<file path="src/rtl/gradient_scheduler.sv">
// gradient_scheduler: steps the gradient engine over a masked set of pyramid images.
// Optional per-image watchdog is built when GRAD_SCHED_TIMEOUT_EN is defined.
module gradient_scheduler #(
    parameter int NUM_IMAGES     = 4,
    parameter int IDX_W          = $clog2(NUM_IMAGES),
    parameter int TIMEOUT_CYCLES = 65536
) (
    input  logic                  clk_in,
    input  logic                  rst_in,
    input  logic                  start_in,
    input  logic [NUM_IMAGES-1:0] image_mask_in,
    input  logic                  abort_in,
    input  logic                  grad_done_in,
    output logic                  grad_start_out,
    output logic [IDX_W-1:0]      sel_out,
    output logic                  busy_out,
    output logic                  done_out,
    output logic [IDX_W:0]        images_done_out,
    output logic                  aborted_out,
    output logic                  timeout_out
);

    // Reject configurations the scan logic cannot handle.
    if (NUM_IMAGES < 2 || TIMEOUT_CYCLES < 1) begin : g_bad_params
        $error("gradient_scheduler: NUM_IMAGES must be >= 2, TIMEOUT_CYCLES >= 1");
    end

    typedef enum logic [2:0] {
        S_IDLE,
        S_SCAN,
        S_ARM,
        S_WAIT,
        S_DRAIN,
        S_FINISH
    } state_t;

    localparam logic [IDX_W:0] LAST = (IDX_W+1)'(NUM_IMAGES);

    state_t                state_q, state_d;
    logic [NUM_IMAGES-1:0] mask_q, mask_d;
    logic [IDX_W:0]        idx_q, idx_d;
    logic [IDX_W-1:0]      sel_q, sel_d;
    logic [IDX_W:0]        cnt_q, cnt_d;
    logic [IDX_W:0]        cnt_inc;
    logic                  gstart_q, gstart_d;
    logic                  busy_q, busy_d;
    logic                  done_q, done_d;
    logic                  aborted_q, aborted_d;

`ifdef GRAD_SCHED_TIMEOUT_EN
    localparam int TW = $clog2(TIMEOUT_CYCLES + 1);
    localparam logic [TW-1:0] TMAX = TW'(TIMEOUT_CYCLES - 1);

    logic [TW-1:0] timer_q, timer_d;
    logic          timeout_q, timeout_d;
`endif

    // Image counter saturates at NUM_IMAGES.
    assign cnt_inc = (cnt_q == LAST) ? cnt_q : cnt_q + 1'b1;

    // Next-state and registered-output logic.
    always_comb begin
        state_d   = state_q;
        mask_d    = mask_q;
        idx_d     = idx_q;
        sel_d     = sel_q;
        cnt_d     = cnt_q;
        gstart_d  = 1'b0;
        busy_d    = busy_q;
        aborted_d = aborted_q;
        done_d    = 1'b0;
`ifdef GRAD_SCHED_TIMEOUT_EN
        timer_d   = timer_q;
        timeout_d = timeout_q;
`endif
        unique case (state_q)
            S_IDLE: begin
                if (start_in) begin
                    mask_d    = image_mask_in;
                    idx_d     = '0;
                    cnt_d     = '0;
                    aborted_d = 1'b0;
                    busy_d    = 1'b1;
                    state_d   = S_SCAN;
`ifdef GRAD_SCHED_TIMEOUT_EN
                    timeout_d = 1'b0;
`endif
                end
            end
            S_SCAN: begin
                if (abort_in) begin
                    aborted_d = 1'b1;
                    state_d   = S_FINISH;
                end else if (idx_q == LAST) begin
                    state_d = S_FINISH;
                end else if (mask_q[idx_q[IDX_W-1:0]]) begin
                    sel_d   = idx_q[IDX_W-1:0];
                    state_d = S_ARM;
                end else begin
                    idx_d = idx_q + 1'b1;
                end
            end
            S_ARM: begin
                if (abort_in) begin
                    aborted_d = 1'b1;
                    state_d   = S_FINISH;
                end else begin
                    gstart_d = 1'b1;
                    state_d  = S_WAIT;
`ifdef GRAD_SCHED_TIMEOUT_EN
                    timer_d  = '0;
`endif
                end
            end
            S_WAIT: begin
                if (grad_done_in) begin
                    cnt_d = cnt_inc;
                    if (abort_in) begin
                        aborted_d = 1'b1;
                        state_d   = S_FINISH;
                    end else begin
                        idx_d   = idx_q + 1'b1;
                        state_d = S_SCAN;
                    end
                end else if (abort_in) begin
                    aborted_d = 1'b1;
                    state_d   = S_DRAIN;
`ifdef GRAD_SCHED_TIMEOUT_EN
                    timer_d   = timer_q + 1'b1;
                end else if (timer_q == TMAX) begin
                    timeout_d = 1'b1;
                    state_d   = S_FINISH;
                end else begin
                    timer_d = timer_q + 1'b1;
`endif
                end
            end
            S_DRAIN: begin
                if (grad_done_in) begin
                    cnt_d   = cnt_inc;
                    state_d = S_FINISH;
`ifdef GRAD_SCHED_TIMEOUT_EN
                end else if (timer_q == TMAX) begin
                    timeout_d = 1'b1;
                    state_d   = S_FINISH;
                end else begin
                    timer_d = timer_q + 1'b1;
`endif
                end
            end
            S_FINISH: begin
                busy_d  = 1'b0;
                state_d = S_IDLE;
            end
            default: begin
                state_d = S_IDLE;
            end
        endcase
        // done_out is high for exactly the cycle spent in FINISH.
        done_d = (state_d == S_FINISH) && (state_q != S_FINISH);
    end

    // State and output registers.
    always_ff @(posedge clk_in or negedge rst_in) begin
        if (!rst_in) begin
            state_q   <= S_IDLE;
            mask_q    <= '0;
            idx_q     <= '0;
            sel_q     <= '0;
            cnt_q     <= '0;
            gstart_q  <= 1'b0;
            busy_q    <= 1'b0;
            done_q    <= 1'b0;
            aborted_q <= 1'b0;
        end else begin
            state_q   <= state_d;
            mask_q    <= mask_d;
            idx_q     <= idx_d;
            sel_q     <= sel_d;
            cnt_q     <= cnt_d;
            gstart_q  <= gstart_d;
            busy_q    <= busy_d;
            done_q    <= done_d;
            aborted_q <= aborted_d;
        end
    end

`ifdef GRAD_SCHED_TIMEOUT_EN
    // Watchdog timer and sticky timeout flag.
    always_ff @(posedge clk_in or negedge rst_in) begin
        if (!rst_in) begin
            timer_q   <= '0;
            timeout_q <= 1'b0;
        end else begin
            timer_q   <= timer_d;
            timeout_q <= timeout_d;
        end
    end

    assign timeout_out = timeout_q;
`else
    assign timeout_out = 1'b0;
`endif

    assign grad_start_out  = gstart_q;
    assign sel_out         = sel_q;
    assign busy_out        = busy_q;
    assign done_out        = done_q;
    assign images_done_out = cnt_q;
    assign aborted_out     = aborted_q;

endmodule

</file>
<file path="config.mk">
export PLATFORM = sky130hd
export DESIGN_NAME = gradient_scheduler
export DESIGN_NICKNAME = d
export VERILOG_FILES = /design/src/rtl/gradient_scheduler.sv
export SDC_FILE = /design/constraint.sdc
export NUM_CORES = 1
export LEC_CHECK = 0
export ABC_CLOCK_PERIOD_IN_PS = 2400
export CAP_MARGIN = 20
export CORE_MARGIN = 2
export CORE_UTILIZATION = 51
export CTS_CLUSTER_DIAMETER = 40
export DETAILED_ROUTE_END_ITERATION = 12
export GPL_TIMING_DRIVEN = 0
export HOLD_SLACK_MARGIN = 0.12
export PLACE_DENSITY = 0.84
export SLEW_MARGIN = 10
export SYNTH_ARGS = -nofsm -noshare
export SYNTH_HDL_FRONTEND = slang
export SYNTH_SLANG_ARGS = --single-unit
</file>
<file path="constraint.sdc">
create_clock -name clk_in -period 2.4 [get_ports clk_in]
set_clock_uncertainty 0.1 [all_clocks]
set_input_delay 0.24 -clock clk_in [delete_from_list [all_inputs] [get_ports clk_in]]
set_output_delay 0.24 -clock clk_in [all_outputs]
set_load 0.03 [all_outputs]
</file>
==> reports/qor.csv <==
metric,value,unit
core area,1942,um2
DR DRC count,0,
"Warnings, synthesis",0,
vias in the first global route,771,
post-route setup TNS,0,ns
max cap viols,0,
fin nets,146,
Cells after Synth,111,
most common flop cell mapped by yosys,dfrtp_1,
FF/Latch Area,475.5,um2
clock tree buffer depth,2,
layout cells sized above 1,6.818,%
Hold Path Class,input pin to asynchronous set/reset pin,
Top Ports,19,
syn_nets,124,
input/output buffers,17,
Worst R2R Setup Slack,0.50,ns
Die Footprint,2432,um2
cell leakage power,0.5931,nW
total power,1.423,mW
RR Startpoint,idx_q[0]$_DFFE_PN0P_,
CTS Buf Count,3,
Final Wtd Congestion,0.8135,
Slew HR,43.15,%
antenna violations before repair,0,
Layout Utilization,65.85,%
worst-margin pin slew,0.8501,ns
gr ovfl total,0,
final instance area,1279,um2
vias per cell,5.365,
Post-synth EDFFs,0,
Vias,853,
Post-CTS Resized,0,
post-synthesis cell type count,33,
final setup violation count,0,
largest net degree at the start of global routing,20,
outcome,"complete, no violations",
Area after DPL,1251,um2
first-pass GRT wire length,3429,um
Crit Path Max Fanout,3,
post-route ant nets,0,
clock root buffer,clkbuf_4,
most frequent cell after synthesis,nand2_1,
multi-input logic area,523.0,um2
# hold bufs at CTS,0,
fillers,156,
row cnt,16,
Critical Path Sink Type,flip-flop,
Final Hold Viols,0,
WL per Instance,12.62,um
RSZ-0062 raised after global routing,false,
H-Tree Depth,1,
largest cells by area after synthesis,"dfrtp_1 45%, nand2_1 7.5%, ha_1 4.8%, o21ai_0 4.3%, nor2b_1 3.0%",
asr flop ratio synth,100.0,%
Mapped Avg Cell Area,9.435,um2
Synth top area share,45.40,%
Crit path arrival time,1.99,ns
"CTS clk-pin slew, worst paths",0.11,ns
CTS tree,built,
Peak Freq,526.6,MHz
worst setup path start,idx_q[0]$_DFFE_PN0P_,
"area leader, netlist",dfrtp_1,
peak supply drop,0.6817,mV
initial core utilization,53.93,%
worst path required time,2.49,ns
die width,49.32,um
Detailed Routing Iterations Pass 1,5,
hpwl dp,1501,um
synthesized cell area,1047,um2
sequential share of the synthesized area,45.40,%
Final Max Slew Viols,0,
Clock Sinks,19,
initial drt markers,16,
"flops & latches, synth",19,
All-Layer GR Usage,18.46,%
commonest cells in the netlist,"21 x nand2_1, 19 x dfrtp_1, 9 x o21ai_0, 8 x inv_1, 5 x nor2b_1",
Critical Path Source Type,flip-flop,
fin crit share,79.13,%
area grow syn2layout,22.10,%
Die H,49.32,um
worst skew pair latency,0.30,ns
antenna cells,0,
PwrDens,1113,nW/um2
post-CTS setup buffer count,0,
post-layout min period,1.899,ns
critical setup path kind,flip-flop to flip-flop,
routed wire length,2007,um
[metrics by stage]
stage	setup slack, ns	hold slack, ns	cells
2_1_floorplan	0.6297	-0.1556	111
3_3_place_gp	0.4197	0.3565	155
3_5_place_dp	0.4900	0.3675	155
4_1_cts	0.4885	0.3308	159
5_1_grt	0.3926	0.3713	159
6_report	0.5010	0.3124	159
[layout by cell type, fill, tap and decap left out, drive strengths merged, types with 2 or more instances in the layout]
cell / n
a21oi: 3
o21ai: 10
and3b: 3
dfrtp: 19
clkdlybuf4s50: 17
o211ai: 2
nand2: 22
nand2b: 3
inv: 8
nor2: 4
ha: 4
mux2i: 3
a31oi: 2
nor3b: 2
clkbuf: 6
nor2b: 5
nand3: 3
[logic make-up (layout without fill, tap and decap cells)]
family,Yosys count,in the layout,share of synthesized area (%)
muxes,4,4,5.018
other,1,1,0.3581
DFF,19,19,45.40
adders and majority gates,4,4,4.779
and+or+nand+nor,48,48,23.66
buffers and inverters,12,33,4.660
AOI/OAI and AO/OA,23,23,16.13
[power breakdown]
part	switching [mW]	internal [mW]	leakage [nW]	total [mW]
Sequential	0.0907	0.433	0.246	0.524
Combinational	0.423	0.312	0.330	0.735
Clock	0.101	0.0622	0.0177	0.163
[per-layer routing]
| layer | vias up | GRT usage [%] | part of all wire (%) |
|---|---|---|---|
| met5 | - | 0 | 0 |
| met4 | 0 | 7.143 | 1.4 |
| met3 | 4 | 3.067 | 4.2 |
| met2 | 25 | 29.05 | 46 |
| met1 | 397 | 25.40 | 48 |
| li1 | 427 | - | - |
[layout make-up]
| class | instances | share of cell area, % |
|---|---|---|
| Tap cell | 27 | 2.642 |
| Clock buffer | 3 | 1.761 |
| Clock inverter | 1 | 0.3914 |
| Buffer | 4 | 1.468 |
| Sequential cell | 19 | 37.18 |
| Timing Repair Buffer | 17 | 13.31 |
| Inverter | 8 | 2.348 |
| Multi-Input combinational cell | 80 | 40.90 |
[sequential cells by signal, indices dropped and copies added, names as in the netlist]
name / flops
mask_q: 4
idx_q: 3
images_done_out: 3
state_q: 3
sel_out: 2
aborted_out: 1
busy_out: 1
done_out: 1
grad_start_out: 1
[worst max-delay path: stages, from the launching register on]
cell       delay (ns)
dfrtp_1          0.41
mux4_2           0.58
a2111oi_4        0.43
nand2_2          0.14
mux2i_1          0.14
[final timing paths]
| kind | endpoint | cells past startpoint |
|---|---|---|
| setup reg to reg | idx_q[0]$_DFFE_PN0P_ | 4 |
| max in group asynchronous | state_q[2]$_DFF_PN0_ | 1 |
| hold reg to reg | mask_q[3]$_DFFE_PN0P_ | 2 |
| setup / recovery | idx_q[0]$_DFFE_PN0P_ | 4 |
| min in group clk_in | mask_q[3]$_DFFE_PN0P_ | 3 |
| hold / removal | images_done_out[1]$_DFFE_PN0P_ | 1 |
Note: power is estimated with default switching activity, not from simulation.
